--- src/rtl/lap_stopwatch_core_pkg.sv ---
// Shared definitions for the lap stopwatch core: FSM state encoding,
// BCD digit geometry and the field layout of the 16-bit display bus.
package lap_stopwatch_core_pkg;

    typedef enum logic [1:0] {
        ST_IDLE   = 2'b00,
        ST_RUN    = 2'b01,
        ST_PAUSE  = 2'b10,
        ST_RECALL = 2'b11
    } state_t;

    localparam int DIGIT_W = 4;
    localparam int BCD_W   = 4 * DIGIT_W;
    localparam int SEC_MAX = 59;

    // Display bus layout {min10, min1, sec10, sec1}
    localparam int SEC1_LSB  = 0;
    localparam int SEC10_LSB = 4;
    localparam int MIN1_LSB  = 8;
    localparam int MIN10_LSB = 12;

    // True when an mm:ss BCD word reads 00:00
    function automatic logic bcd_is_zero(input logic [BCD_W-1:0] t);
        return (t == {BCD_W{1'b0}});
    endfunction

endpackage

--- src/rtl/lap_stopwatch_core_counter.sv ---
// Four-digit mm:ss BCD counter. Counts on i_en, clears synchronously on
// i_clr, and saturates at MAX_MIN:59 (an enable at the ceiling is ignored).
module bcd_mmss_counter
    import lap_stopwatch_core_pkg::*;
#(
    parameter int MAX_MIN = 59
) (
    input  logic             i_clk,
    input  logic             i_rst_n,
    input  logic             i_clr,
    input  logic             i_en,
    output logic [BCD_W-1:0] o_time_bcd,
    output logic             o_at_max
);

    localparam logic [DIGIT_W-1:0] MIN10_MAX = DIGIT_W'(MAX_MIN / 10);
    localparam logic [DIGIT_W-1:0] MIN1_MAX  = DIGIT_W'(MAX_MIN % 10);
    localparam logic [DIGIT_W-1:0] SEC10_MAX = DIGIT_W'(SEC_MAX / 10);
    localparam logic [DIGIT_W-1:0] SEC1_MAX  = DIGIT_W'(SEC_MAX % 10);
    localparam logic [DIGIT_W-1:0] DIGIT_9   = DIGIT_W'(9);
    localparam logic [DIGIT_W-1:0] DIGIT_0   = {DIGIT_W{1'b0}};
    localparam logic [DIGIT_W-1:0] DIGIT_1   = DIGIT_W'(1);

    logic [DIGIT_W-1:0] r_sec1;
    logic [DIGIT_W-1:0] r_sec10;
    logic [DIGIT_W-1:0] r_min1;
    logic [DIGIT_W-1:0] r_min10;
    logic               w_at_max;

    assign w_at_max = (r_min10 == MIN10_MAX) && (r_min1 == MIN1_MAX) &&
                      (r_sec10 == SEC10_MAX) && (r_sec1 == SEC1_MAX);

    // Digit registers with seconds-to-minutes carry chain; held at the ceiling
    always_ff @(posedge i_clk or negedge i_rst_n) begin
        if (!i_rst_n) begin
            r_sec1  <= DIGIT_0;
            r_sec10 <= DIGIT_0;
            r_min1  <= DIGIT_0;
            r_min10 <= DIGIT_0;
        end else if (i_clr) begin
            r_sec1  <= DIGIT_0;
            r_sec10 <= DIGIT_0;
            r_min1  <= DIGIT_0;
            r_min10 <= DIGIT_0;
        end else if (i_en && !w_at_max) begin
            if (r_sec1 == DIGIT_9) begin
                r_sec1 <= DIGIT_0;
                if (r_sec10 == SEC10_MAX) begin
                    r_sec10 <= DIGIT_0;
                    if (r_min1 == DIGIT_9) begin
                        r_min1  <= DIGIT_0;
                        r_min10 <= r_min10 + DIGIT_1;
                    end else begin
                        r_min1  <= r_min1 + DIGIT_1;
                    end
                end else begin
                    r_sec10 <= r_sec10 + DIGIT_1;
                end
            end else begin
                r_sec1 <= r_sec1 + DIGIT_1;
            end
        end else begin
            r_sec1  <= r_sec1;
            r_sec10 <= r_sec10;
            r_min1  <= r_min1;
            r_min10 <= r_min10;
        end
    end

    assign o_time_bcd = {r_min10, r_min1, r_sec10, r_sec1};
    assign o_at_max   = w_at_max;

endmodule

--- src/rtl/lap_stopwatch_core.sv ---
// Stopwatch core: IDLE/RUN/PAUSE/RECALL FSM, lap buffer with write count
// and sticky overflow, recall index and display source selection.
module lap_stopwatch_core
    import lap_stopwatch_core_pkg::*;
#(
    parameter  int LAP_DEPTH = 4,
    parameter  int MAX_MIN   = 59,
    localparam int IDX_W     = (LAP_DEPTH > 1) ? $clog2(LAP_DEPTH) : 1,
    localparam int CNT_W     = $clog2(LAP_DEPTH + 1)
) (
    input  logic             _1Hzclk,
    input  logic             init_rst,
    input  logic             stsp_sign,
    input  logic             lap_sign,
    input  logic             rcl_sign,
    output logic [15:0]      disp_bcd,
    output logic             running,
    output logic             recall_mode,
    output logic [IDX_W-1:0] lap_idx,
    output logic [CNT_W-1:0] lap_count,
    output logic             lap_full,
    output logic             lap_ovf,
    output logic             at_max
);

    localparam logic [CNT_W-1:0] DEPTH_C = CNT_W'(LAP_DEPTH);
    localparam logic [CNT_W-1:0] CNT_0   = {CNT_W{1'b0}};
    localparam logic [CNT_W-1:0] CNT_1   = CNT_W'(1);
    localparam logic [IDX_W-1:0] IDX_0   = {IDX_W{1'b0}};
    localparam logic [IDX_W-1:0] IDX_1   = IDX_W'(1);

    state_t             r_state;
    state_t             w_state_nxt;
    logic               w_cnt_en;
    logic               w_cnt_clr;
    logic               w_lap_wr;
    logic               w_ovf_set;
    logic               w_laps_clr;
    logic               w_idx_inc;
    logic [BCD_W-1:0]   w_time_bcd;
    logic               w_at_max;
    logic               w_has_laps;
    logic               w_full;
    logic               w_idx_last;
    logic [BCD_W-1:0]   r_lap_buf [LAP_DEPTH];
    logic [CNT_W-1:0]   r_lap_count;
    logic [IDX_W-1:0]   r_lap_idx;
    logic               r_lap_ovf;

    bcd_mmss_counter #(
        .MAX_MIN    (MAX_MIN)
    ) u_counter (
        .i_clk      (_1Hzclk),
        .i_rst_n    (init_rst),
        .i_clr      (w_cnt_clr),
        .i_en       (w_cnt_en),
        .o_time_bcd (w_time_bcd),
        .o_at_max   (w_at_max)
    );

    assign w_has_laps = (r_lap_count != CNT_0);
    assign w_full     = (r_lap_count == DEPTH_C);
    assign w_idx_last = (CNT_W'(r_lap_idx) == (r_lap_count - CNT_1));

    // State register
    always_ff @(posedge _1Hzclk or negedge init_rst) begin
        if (!init_rst) begin
            r_state <= ST_IDLE;
        end else begin
            r_state <= w_state_nxt;
        end
    end

    // Next state and datapath strobes; stsp outranks lap, lap outranks rcl
    always_comb begin
        w_state_nxt = r_state;
        w_cnt_en    = 1'b0;
        w_cnt_clr   = 1'b0;
        w_lap_wr    = 1'b0;
        w_ovf_set   = 1'b0;
        w_laps_clr  = 1'b0;
        w_idx_inc   = 1'b0;
        case (r_state)
            ST_IDLE: begin
                if (stsp_sign) begin
                    w_state_nxt = ST_RUN;
                end else if (lap_sign) begin
                    w_state_nxt = ST_IDLE;
                end else if (rcl_sign && w_has_laps) begin
                    w_state_nxt = ST_RECALL;
                end else begin
                    w_state_nxt = ST_IDLE;
                end
            end
            ST_RUN: begin
                if (stsp_sign) begin
                    w_state_nxt = ST_PAUSE;
                end else begin
                    // Lap captures the pre-increment time, even on the saturating edge
                    if (lap_sign) begin
                        if (w_full) begin
                            w_ovf_set = 1'b1;
                        end else begin
                            w_lap_wr = 1'b1;
                        end
                    end else begin
                        w_lap_wr = 1'b0;
                    end
                    if (w_at_max) begin
                        w_state_nxt = ST_PAUSE;
                    end else begin
                        w_cnt_en    = 1'b1;
                        w_state_nxt = ST_RUN;
                    end
                end
            end
            ST_PAUSE: begin
                if (stsp_sign) begin
                    w_state_nxt = ST_RUN;
                end else if (lap_sign) begin
                    w_cnt_clr   = 1'b1;
                    w_laps_clr  = 1'b1;
                    w_state_nxt = ST_IDLE;
                end else if (rcl_sign && w_has_laps) begin
                    w_state_nxt = ST_RECALL;
                end else begin
                    w_state_nxt = ST_PAUSE;
                end
            end
            ST_RECALL: begin
                if (stsp_sign) begin
                    w_state_nxt = bcd_is_zero(w_time_bcd) ? ST_IDLE : ST_PAUSE;
                end else if (lap_sign) begin
                    w_state_nxt = ST_RECALL;
                end else if (rcl_sign && w_has_laps) begin
                    w_idx_inc   = 1'b1;
                    w_state_nxt = ST_RECALL;
                end else begin
                    w_state_nxt = ST_RECALL;
                end
            end
            default: begin
                w_state_nxt = ST_IDLE;
            end
        endcase
    end

    // Lap count and sticky overflow; both cleared by the PAUSE clear
    always_ff @(posedge _1Hzclk or negedge init_rst) begin
        if (!init_rst) begin
            r_lap_count <= CNT_0;
            r_lap_ovf   <= 1'b0;
        end else if (w_laps_clr) begin
            r_lap_count <= CNT_0;
            r_lap_ovf   <= 1'b0;
        end else if (w_lap_wr) begin
            r_lap_count <= r_lap_count + CNT_1;
            r_lap_ovf   <= r_lap_ovf;
        end else if (w_ovf_set) begin
            r_lap_count <= r_lap_count;
            r_lap_ovf   <= 1'b1;
        end else begin
            r_lap_count <= r_lap_count;
            r_lap_ovf   <= r_lap_ovf;
        end
    end

    // Lap storage; entries survive a clear since lap_count marks validity
    always_ff @(posedge _1Hzclk or negedge init_rst) begin
        if (!init_rst) begin
            for (int i = 0; i < LAP_DEPTH; i++) begin
                r_lap_buf[i] <= {BCD_W{1'b0}};
            end
        end else if (w_lap_wr) begin
            r_lap_buf[r_lap_count[IDX_W-1:0]] <= w_time_bcd;
        end else begin
            r_lap_buf <= r_lap_buf;
        end
    end

    // Recall index: zero outside RECALL, wraps after the last stored lap
    always_ff @(posedge _1Hzclk or negedge init_rst) begin
        if (!init_rst) begin
            r_lap_idx <= IDX_0;
        end else if (w_state_nxt != ST_RECALL) begin
            r_lap_idx <= IDX_0;
        end else if (w_idx_inc) begin
            r_lap_idx <= w_idx_last ? IDX_0 : (r_lap_idx + IDX_1);
        end else begin
            r_lap_idx <= r_lap_idx;
        end
    end

    assign disp_bcd    = (r_state == ST_RECALL) ? r_lap_buf[r_lap_idx] : w_time_bcd;
    assign running     = (r_state == ST_RUN);
    assign recall_mode = (r_state == ST_RECALL);
    assign lap_idx     = r_lap_idx;
    assign lap_count   = r_lap_count;
    assign lap_full    = w_full;
    assign lap_ovf     = r_lap_ovf;
    assign at_max      = w_at_max;

endmodule

--- config.mk ---
export PLATFORM = sky130hd
export DESIGN_NAME = lap_stopwatch_core
export DESIGN_NICKNAME = d
export VERILOG_FILES = /design/src/rtl/lap_stopwatch_core_pkg.sv /design/src/rtl/lap_stopwatch_core_counter.sv /design/src/rtl/lap_stopwatch_core.sv
export SDC_FILE = /design/constraint.sdc
export NUM_CORES = 1
export LEC_CHECK = 0
export CAP_MARGIN = 20
export CORE_MARGIN = 2
export CORE_UTILIZATION = 60
export CTS_CLUSTER_SIZE = 24
export DETAILED_ROUTE_END_ITERATION = 16
export PLACE_DENSITY_LB_ADDON = 0.1
export SETUP_SLACK_MARGIN = 0.4
export SLEW_MARGIN = 25
export SYNTH_ARGS = -nofsm -noshare
export SYNTH_HDL_FRONTEND = slang
export SYNTH_SLANG_ARGS = --single-unit
--- constraint.sdc ---
create_clock -name _1Hzclk -period 4.5 [get_ports _1Hzclk]
set_clock_uncertainty 0.15 [all_clocks]
set_input_delay 0.675 -clock _1Hzclk [delete_from_list [all_inputs] [get_ports _1Hzclk]]
set_output_delay 0.675 -clock _1Hzclk [all_outputs]
set_load 0.02 [all_outputs]
# Word-level counts from Yosys, hierarchy flattened
# Index checks and enable logic that the tools add are counted.
# W data, S select, Z words.
# totals
wordCells,117
register_bits,88
inputBits,5
# op_classes
n_lt_le_gt_ge,3
n_addsub,7
eq_ne,11
muxes,61
n_bitwise,2
n_reduce_logical,21
# op_table
op,n
$mux W4,17
$bwmux W64,1
$mux W16,4
$bmux W16 S2,1
$demux W16 S2,1
$mux W2,12
$mux W1,22
$add A4 B1 Y4 const B,4
$logic_not A16 Y1,1
$reduce_bool A2 Y1,7
$eq A4 B3 Y1 const B,2
$eq A4 B4 Y1 const B,2
$pmux W2 S4,1
$ge A3 B3 Y1 const B,2
$logic_and A1 B1 Y1,6
$mux W3,2
$not A2 Y3,2
$eq A2 B2 Y1 const B,2
$reduce_and A2 Y1,2
$reduce_and A4 Y1,1
$add A3 B1 Y3 const B,1
$eq A2 B3 Y1,1
$eq A3 B3 Y1 const B,1
$lt A3 B1 Y1 const B,1
9 further kinds,9

# Logic depth before layout (Yosys ltp)
# Gate-level depths: netlist (run 1).
# depth
depth_word,10
mapped_depth,8
mapped_depth_nobuf,6

# Cells and area by module
# A second synthesis (run 1) with hierarchy kept.
# hier_totals
cells_unflattened,346
area_unflattened_um2,4783.3
# by_module_without_submodules
mod,seq_area_each_um2,cells_each,area_per_inst_um2,n_inst
lap_stopwatch_core,1801.7,244,3747.3,1
bcd_mmss_counter,400.4,102,1036.0,1

# Worst setup path before layout (run 1)
# Ideal clock, no wire load.
# synth_path
path_kind,flip-flop to output port
from,"register r_lap_idx[0], in the netlist lap_idx[0]"
to,output disp_bcd[10]
t_required_ns,3.675
path_slack_ns,1.791
arrival_ns,1.884
stages_incl_launch_ff,4
path_cell_list,dfrtp_1 clkbuf_1 mux4_2 mux2_2
# synth_between
elab_chain_cells,5
# synth_lines
item,line,text
"start, declared",lap_stopwatch_core.sv:47,logic [IDX_W-1:0] r_lap_idx;
"start signal, assigned",lap_stopwatch_core.sv:188,r_lap_idx <= w_idx_last ? IDX_0 : (r_lap_idx + IDX_1);
"start signal, assigned",lap_stopwatch_core.sv:190,r_lap_idx <= r_lap_idx;
$not A2 Y3 (implied by the code),lap_stopwatch_core.sv:194,assign disp_bcd = (r_state == ST_RECALL) ? r_lap_buf[r_lap_idx] : w_time_bcd;
$bmux W16 S2,lap_stopwatch_core.sv:194,
$mux W16 (implied by the code) (2 in a row),lap_stopwatch_core.sv:194,
$mux W16,lap_stopwatch_core.sv:194,
"end, declared",lap_stopwatch_core.sv:16,"output logic [15:0] disp_bcd,"
# No other way between the ends. The select of a mux whose other input is x is not followed.

# Worst setup path in the final report (run 1)
# layout_path
from,"register r_lap_idx[0], in the netlist lap_idx[0]"
to,output disp_bcd[11]
# The elaborated chain is that of the path after synthesis.

==> metrics.yaml, run 1 <==
period_share_pct: 78.3
final_cell_mix: "dfrtp_1, mux2_2, nand2_1"
synthToLayoutAreaGrowth_pct: 11.7
worstMarginPinSlew_ns: 1.01
grt_pass1_wl_mm: 15.7
grt-ovfl-total: 0
synth-edff-count: 0
syn_area_um2: 4610
finalCriticalPeriod_ns: 3.52
cts_resized: 0
maxCapViolations: 0
yosysWarnings: 0
synth_seq_area_share_pct: 47.7
routedWlPerCell_um: 18.2
drc: 0
crit_type: "flop to output port"
setup-violations-final: 0
synth-main-ff-cell: "dfrtp_1"
cp_max_fo: 11
seq_area_um2: 2200
rows: 31
nets: 440
fillerInstances: 521
htreeDepth: 3
pin_count: 31
grt_usage_pct: 24.0
viasPerCell: 6.07
synth-async-reset-ratio_pct: 100
die_y_um: 91.7
grt_max_degree: 53
startpoint_type: "flop"
synth.area.top_cells: "dfrtp_1, mux2_2, mux4_2, ha_1, o21ai_0"
crit_arrival_ns: 2.70
multi_input_area_um2: 2230
gp_congestion: 0.861
grtUsageMet2_pct: 39.7
grt_util_met3_pct: 3.45
synth_fa_ha_area_share_pct: 4.61
r2r-start: "r_state[0]$_DFF_PN0_"
cts_buffers: 9
power.density_nw_per_um2: 418
worstHoldPathType: "input pin to asynchronous set/reset pin"
drive_above_1_share_pct: 23.2
core-area_um2: 7330
globalRoute.busiestLayer: "met2"
rsz0062_at_grt: "false"
synth_seq_cells: 88
synth_top_area_cell: "dfrtp_1"
numPlacedInstances: 506
finalHoldViolCount: 0
synth.distinct_cells: 51
ir_worst_vdd_mv: 0.320
ctsHoldBuffers: 0
status: "completed"
fin_tns_setup_ns: 0
vias: 3170
die_x_um: 91.7
final_common_cell: "dfrtp_1"
synthSimpleGateAreaFrac_pct: 12.4
end_kind: "output port"
max_freq_mhz: 284
antenna_found_initial: 0
drtIter0Drc: 182
relSlewSlack_pct: 32.7
synth_nets: 421
synthCells: 399
first_global_vias: 3024
post_cts_buffers: 0
clockRootBuffer: "clkbuf_8"
synth_top_area_share_pct: 47.7
cts.sinks: 88
insertion_delay_ns: 0.35
syn_area_per_cell_um2: 11.6
dp_hpwl_mm: 6.54
synthMuxAreaShare_pct: 22.6
critPathRequiredTime_ns: 3.67
dr.pass1.iters: 4
p_leak_uw: 0.00231
synth-compound-area-share_pct: 8.05
synth_xor_xnor_area_share_pct: 0.759
final_cells: 522
slew_violations: 0
cp-startpoint: "lap_idx[0]$_DFFE_PN0P_"
gr-usage-met1_pct: 33.1
clockBufferDepth: 2
clk_pin_slew_worst_paths_ns: 0.09
cts_tree: "yes"
final_antenna_net_count: 0
port_buffers: 30
diodes: 0
synth_top_family_by_area: "multiplexers"
drt_wl_total_mm: 9.49
fp.dieArea_um2: 8410
initial_core_util_pct: 62.9
==> critical path, cell delays in order, from the launching register on <==
cell	delay [ns]
dfrtp_1	0.79
buf_12	0.24
mux4_2	0.49
mux2_2	0.28
clkdlybuf4s50_1	0.54
==> flip-flops by register name, summed over array words and instances, names as in the netlist <==
signal             cells
r_lap_buf             64
u_counter.r_sec1       4
r_state                2
lap_count              3
lap_ovf                1
lap_idx                2
u_counter.r_min1       4
u_counter.r_sec10      4
u_counter.r_min10      4
==> cells in the mapped netlist, types with 2 or more instances <==
library cell / number
nor2_1: 9
nand3b_1: 4
or3_1: 4
o31ai_1: 2
nor4_1: 2
buf_2: 3
nand4_1: 5
mux2_2: 56
dfrtp_1: 88
nor3_1: 3
xor2_1: 2
xnor2_1: 2
mux4_2: 16
nand3_1: 13
or4_1: 5
and3b_1: 3
a211oi_1: 2
ha_1: 17
inv_1: 16
clkbuf_1: 20
a31oi_1: 4
and2_1: 2
o21ai_0: 33
nor2b_1: 4
buf_6: 2
mux2i_1: 5
a21oi_1: 9
and3_1: 2
nand2_1: 43
nand2b_1: 2
==> final cells by class <==
| type | count | share of cell area [%] |
|---|---|---|
| multi-input cells | 268 | 43.3 |
| flip-flops and latches | 88 | 42.7 |
| repair buffers | 35 | 6.75 |
| clock buffers | 11 | 2.55 |
| well taps | 99 | 2.40 |
| inverters | 16 | 1.17 |
| clock inverters | 5 | 1.12 |
==> through the flow <==
stage	instance area (um2)	utilization, %	hold slack [ns]	power, uW	setup WS, ns
3_5_place_dp	4960	67.7	0.319	1640	1.06
2_1_floorplan	4610	-	0.229	1410	1.79
6_report	5150	70.3	0.189	2160	0.979
5_1_grt	5150	70.3	0.237	2280	0.860
3_3_place_gp	4960	67.7	0.308	1620	1.14
4_1_cts	5150	70.3	0.206	2170	0.951
==> cells by family after synthesis <==
family	count (synthesis)
and+or+nand+nor	108
DFF	88
muxes	77
AOI/OAI and AO/OA	62
buffers and inverters	43
adders and majority gates	17
xor gates and xnor gates	4
==> layer usage <==
metal	share of wire, %	vias up
met2	51	38
met5	0	-
met3	2.2	11
li1	-	1489
met4	1.5	0
met1	46	1632
==> report_power, final <==
| part | switching [uW] | internal, uW | total, uW |
|---|---|---|---|
| clock network | 273 | 256 | 529 |
| registers | 114 | 889 | 1000 |
| logic | 341 | 282 | 623 |
| total | 729 | 1430 | 2160 |
==> final timing paths <==
kind | cells past startpoint | slack (ns) | endpoint
max | 4 | 0.98 | disp_bcd[11]
min | 1 | 0.19 | r_lap_buf[58]$_DFFE_PN0P_
max reg2reg | 4 | 1.76 | r_lap_buf[6]$_DFFE_PN0P_
min reg2reg | 2 | 0.34 | r_lap_buf[13]$_DFFE_PN0P_
max in group asynchronous | 2 | 3.10 | u_counter.r_sec1[0]$_DFFE_PN0P_
min in group _1Hzclk | 2 | 0.34 | r_lap_buf[13]$_DFFE_PN0P_
(Power assumes the default switching activity.)
==> run 2, diff against run 1 <==
--- a/config.mk
+++ b/config.mk
@@ -7,7 +7,7 @@
 export LEC_CHECK = 0
 export CAP_MARGIN = 20
 export CORE_MARGIN = 2
-export CORE_UTILIZATION = 60
+export CORE_UTILIZATION = 59
 export CTS_CLUSTER_SIZE = 24
 export DETAILED_ROUTE_END_ITERATION = 16
 export PLACE_DENSITY_LB_ADDON = 0.1
==> constraint.sdc (replaced) <==
create_clock -name _1Hzclk -period 3.56 [get_ports _1Hzclk]
set_clock_uncertainty 0.15 [all_clocks]
set_input_delay 0.534 -clock _1Hzclk [delete_from_list [all_inputs] [get_ports _1Hzclk]]
set_output_delay 0.534 -clock _1Hzclk [all_outputs]
set_load 0.02 [all_outputs]
==> metrics.yaml, run 2 (synthesis gave the netlist of run 1 again) <==
htreeDepth: 3  # unchanged
final_cell_mix: "dfrtp_1, mux2_2, nand2_1"  # unchanged
slew_violations: 0  # unchanged
status: "completed"  # unchanged
diodes: 0  # unchanged
grt-ovfl-total: 0  # unchanged
largest_register_ffs: 64  # unchanged
die_x_um: 92.4  # was 91.7 um
grt_pass1_wl_mm: 16.2  # was 15.7 mm
worstMarginPinSlew_ns: 0.792  # was 1.01 ns
top_register: "r_lap_buf"  # unchanged
period_share_pct: 84.3
routedWlPerCell_um: 17.7  # was 18.2 um
die_y_um: 92.4  # was 91.7 um
grt_max_degree: 89  # was 53
p_leak_uw: 0.00239  # was 0.00231 uW
grt_usage_pct: 24.2  # was 24.0%
setup-violations-final: 0  # unchanged
rsz0062_at_grt: "false"  # unchanged
cp_max_fo: 15  # was 11
cts_buffers: 9  # unchanged
finalHoldViolCount: 0  # unchanged
crit_buf_inv: 2  # unchanged
finalCriticalPeriod_ns: 3.00
fin_tns_setup_ns: 0  # unchanged
max_freq_mhz: 333
worstRegToRegCells: 4  # unchanged
crit_cells: 4  # unchanged
power.density_nw_per_um2: 538  # was 418 nW/um2
critPathRequiredTime_ns: 2.88  # was 3.67 ns
crit_family: "buffers and inverters"  # was flip-flops
cpPeakStageDelay_ns: 0.54  # was 0.79 ns
crit_type: "flop to output port"  # unchanged
post_dp_cell_area_um2: 5030  # was 4960 um2
cts_tree: "yes"  # unchanged
cts.sinks: 88  # unchanged
critPathSlowestCell: "clkdlybuf4s50_1"  # was dfrtp_1
fp.dieArea_um2: 8540  # was 8410 um2
crit_path_cell_trace: "buf_4 > mux4_2 > mux2_2 > clkdlybuf4s50_1"  # was buf_12 > mux4_2 > mux2_2 > clkdlybuf4s50_1
gp_congestion: 0.882  # was 0.861
rows: 32  # was 31
worstHoldPathType: "input pin to asynchronous set/reset pin"  # unchanged
viasPerCell: 6.03  # was 6.07
nets: 450  # was 440
initial_core_util_pct: 60.3  # was 62.9%
port_buffers: 30  # unchanged
drt_wl_total_mm: 9.49  # about the same
clockBufferDepth: 2  # unchanged
dp_hpwl_mm: 6.64  # was 6.54 mm
utilization_pct: 68.8  # was 70.3%
relSlewSlack_pct: 47.2  # was 32.7%
first_global_vias: 3242  # was 3,024
seq_area_um2: 2200  # about the same
final_antenna_net_count: 0  # unchanged
core-area_um2: 7650  # was 7330 um2
maxCapViolations: 0  # unchanged
ctsHoldBuffers: 0  # unchanged
clockRootBuffer: "clkbuf_8"  # unchanged
vias: 3226  # was 3,170
fillerInstances: 563  # was 521
pin_count: 31  # unchanged
dr.pass1.iters: 4  # unchanged
drc: 0  # unchanged
antenna_found_initial: 0  # unchanged
crit_arrival_ns: 2.32  # was 2.70 ns
stdcell_area_um2: 5260  # was 5150 um2
end_kind: "output port"  # unchanged
insertion_delay_ns: 0.35  # about the same
whs_ns: 0.0589  # was 0.189 ns
ir_worst_vdd_mv: 0.332  # was 0.320 mV
startpoint_type: "flop"  # unchanged
final_common_cell: "dfrtp_1"  # unchanged
drive_above_1_share_pct: 25.6  # was 23.2%
power_uw: 2830  # was 2160 uW
synthToLayoutAreaGrowth_pct: 14.0  # was 11.7%
drtIter0Drc: 217  # was 182
clk_pin_slew_worst_paths_ns: 0.09  # about the same
multi_input_area_um2: 2230  # unchanged
run 2: cell count changes in the layout (fill, tap and decap cells not counted), sizes merged:
cell,change
clkdlybuf4s50,-1
clkinvlp,-1
bufinv,+1
buf,+10
dlymetal6s2s,+1
run 2: where the power goes:
group	internal, uW	leakage [uW]	switching [uW]
Combinational	366	0.00108	428
Clock	414	0.000106	353
Sequential	1120	0.00121	143
run 2: path summary, 6_finish.rpt:
kind / from / to / slack (ns)
max reg2reg: u_counter.r_min10[3]$_DFFE_PN0P_ / lap_idx[0]$_DFFE_PN0P_ / 1.18
max: lap_idx[1]$_DFFE_PN0P_ / disp_bcd[15] / 0.56
min in group _1Hzclk: r_lap_buf[60]$_DFFE_PN0P_ / r_lap_buf[60]$_DFFE_PN0P_ / 0.34
min reg2reg: r_lap_buf[60]$_DFFE_PN0P_ / r_lap_buf[60]$_DFFE_PN0P_ / 0.34
min: init_rst / r_lap_buf[59]$_DFFE_PN0P_ / 0.06
max in group asynchronous: init_rst / lap_idx[0]$_DFFE_PN0P_ / 2.58
run 2: worst reg2reg max path, stage by stage, from the launching register on:
cell and delay [ns]:
dfrtp_1 0.48, or4_4 0.62, or4_1 0.68, o211ai_2 0.25, a211oi_1 0.08
run 2: final cells by class:
cell class | instances | share of cell area, %
inverter | 16 | 1.14
clock buffer | 11 | 2.69
sequential | 88 | 41.9
clock inverter | 5 | 1.52
multi-input combinational | 268 | 42.4
timing repair buffer | 45 | 7.92
tap | 102 | 2.43
run 2: through the flow:
step,instances,setup slack [ns]
finish,535,0.559
global placement,518,0.702
global route,535,0.483
CTS,534,0.419
floorplan,399,0.992
detailed placement,518,0.677
run 2: timing repair:
action / in CTS / in global routing
setup buffers: 0 / 1
gates resized for setup: 1 / 2
endpoints found under the setup margin: 4 / 9
run 2: layer usage:
metal | share of wire [%] | global-route usage (%)
met2 | 49 | 39.1
met3 | 4.4 | 3.58
met5 | 0 | 0
met4 | 1.5 | 8.33
met1 | 45 | 34.0
==> run 3, diff against run 2 <==
==> constraint.sdc (replaced) <==
create_clock -name _1Hzclk -period 2.9 [get_ports _1Hzclk]
set_clock_uncertainty 0.15 [all_clocks]
set_input_delay 0.435 -clock _1Hzclk [delete_from_list [all_inputs] [get_ports _1Hzclk]]
set_output_delay 0.435 -clock _1Hzclk [all_outputs]
set_load 0.02 [all_outputs]
==> metrics.yaml, run 3 (synthesis gave the netlist of run 1 again) <==
crit_type: "flop to output port"  # unchanged
grt_pass1_wl_mm: 17.4  # was 16.2 mm
period_share_pct: 87.1
setup-violations-final: 0  # unchanged
htreeDepth: 3  # unchanged
crit_arrival_ns: 1.94  # was 2.32 ns
ir_worst_vdd_mv: 0.447  # was 0.332 mV
final_antenna_net_count: 0  # unchanged
cts.sinks: 88  # unchanged
drc: 0  # unchanged
p_leak_uw: 0.00255  # was 0.00239 uW
diodes: 0  # unchanged
grt_max_degree: 46  # was 89
final_common_cell: "dfrtp_1"  # unchanged
worstHoldPathType: "flop to flop"  # was input pin to asynchronous set/reset pin
antenna_found_initial: 0  # unchanged
routedWlPerCell_um: 19.1  # was 17.7 um
worstMarginPinSlew_ns: 0.569  # was 0.792 ns
clockRootBuffer: "clkbuf_8"  # unchanged
drtIter0Drc: 244  # was 217
rsz0062_at_grt: "true"  # was false
end_kind: "output port"  # unchanged
whs_ns: 0.340  # was 0.0589 ns
cp_max_fo: 5  # was 15
nets: 472  # was 450
synthToLayoutAreaGrowth_pct: 19.1  # was 14.0%
finalCriticalPeriod_ns: 2.53
post_dp_cell_area_um2: 5140  # was 5030 um2
dp_hpwl_mm: 7.10  # was 6.64 mm
clockBufferDepth: 2  # unchanged
power.density_nw_per_um2: 620  # was 538 nW/um2
clk_pin_slew_worst_paths_ns: 0.09  # about the same
rows: 32  # unchanged
cts_buffers: 9  # unchanged
initial_core_util_pct: 60.3  # unchanged
maxCapViolations: 0  # unchanged
finalHoldViolCount: 0  # unchanged
critPathRequiredTime_ns: 2.32  # was 2.88 ns
stdcell_area_um2: 5500  # was 5260 um2
max_freq_mhz: 396
port_buffers: 30  # unchanged
startpoint_type: "flop"  # unchanged
slew_violations: 0  # unchanged
grt-ovfl-total: 0  # unchanged
vias: 3317  # was 3,226
drive_above_1_share_pct: 35.7  # was 25.6%
dr.pass1.iters: 4  # unchanged
largest_register_ffs: 64  # unchanged
die_x_um: 92.4  # unchanged
top_register: "r_lap_buf"  # unchanged
status: "completed"  # unchanged
fillerInstances: 535  # was 563
first_global_vias: 3291  # was 3,242
fp.dieArea_um2: 8540  # unchanged
gp_congestion: 0.864  # was 0.882
drt_wl_total_mm: 10.6  # was 9.49 mm
viasPerCell: 5.97  # was 6.03
final_cell_mix: "dfrtp_1, mux2_2, nand2_1"  # unchanged
insertion_delay_ns: 0.36  # was 0.35 ns
relSlewSlack_pct: 62.1  # was 47.2%
cts_tree: "yes"  # unchanged
fin_tns_setup_ns: 0  # unchanged
grt_usage_pct: 26.7  # was 24.2%
pin_count: 31  # unchanged
core-area_um2: 7650  # unchanged
die_y_um: 92.4  # unchanged
run 3: cell count changes in the layout (fill, tap and decap cells not counted), moves of 6 or more:
cell / previous run / this run
buf_4: 15 / 28
clkdlybuf4s50_1: 28 / 11
buf_2: 0 / 7
buf_6: 1 / 14
mux2_2: 56 / 48
mux2_4: 0 / 8
o21ai_0: 33 / 26
o21ai_1: 0 / 6
run 3: power by group:
group          leakage, uW  total (uW)  switching (uW)  internal, uW
Combinational      0.00127        1110             609           506
Clock            0.0000735         767             458           309
Sequential         0.00120        1530             143          1380
run 3: worst paths after layout:
check / cells after the start / end / startpoint / slack, ns
max in group asynchronous: 3 / lap_idx[0]$_DFFE_PN0P_ / init_rst / 1.50
worst max register to register: 4 / lap_idx[0]$_DFFE_PN0P_ / u_counter.r_min10[3]$_DFFE_PN0P_ / 0.49
worst max-delay path: 5 / disp_bcd[14] / lap_idx[0]$_DFFE_PN0P_ / 0.37
min in group asynchronous: 2 / r_lap_buf[57]$_DFFE_PN0P_ / init_rst / 0.45
worst min-delay path: 2 / r_lap_buf[61]$_DFFE_PN0P_ / r_lap_buf[61]$_DFFE_PN0P_ / 0.34
worst min register to register: 2 / r_lap_buf[61]$_DFFE_PN0P_ / r_lap_buf[61]$_DFFE_PN0P_ / 0.34
run 3: what timing repair did:
action	CTS	global route
pin swaps	4	6
hold buffers	1	0
buffers inserted	7	2
endpoints found under the hold margin	43	0
resized for setup	94	39
endpoints found under the setup margin	18	19
gates cloned	1	0
run 3: worst max-delay path: stages (launching register included):
cell     delay, ns
dfrtp_2       0.42
buf_6         0.11
buf_12        0.13
mux4_2        0.50
mux2_4        0.28
buf_6         0.13
run 3: area by class of cell:
class,count,area [um2],area share [%]
Multi-Input combinational cell,268,2290,41.6
Inverter,16,60.1,1.09
Timing Repair Buffer,67,643,11.7
Sequential cell,88,2210,40.2
Clock buffer,9,124,2.25
Clock inverter,6,47.5,0.865
Tap cell,102,128,2.32
run 3: routing by layer:
| layer | global-route usage [%] | routed length, um | up-vias |
|---|---|---|---|
| li1 | - | - | 1544 |
| met1 | 37.0 | 4600 | 1675 |
| met2 | 43.6 | 5300 | 83 |
| met3 | 3.74 | 496 | 15 |
| met4 | 9.70 | 227 | 0 |
| met5 | 0 | 0 | - |
run 3: per-stage QoR:
| stage | utilization [%] | std cells | total power, uW | worst slack [ns] |
|---|---|---|---|---|
| after global placement | 67.2 | 530 | 2570 | 0.344 |
| final | 71.9 | 556 | 3410 | 0.374 |
| after floorplan | - | 399 | 2190 | 0.431 |
| after CTS | 70.5 | 554 | 3370 | 0.341 |
| after global routing | 71.9 | 556 | 3610 | 0.341 |
| after detailed placement | 67.2 | 530 | 2600 | 0.294 |
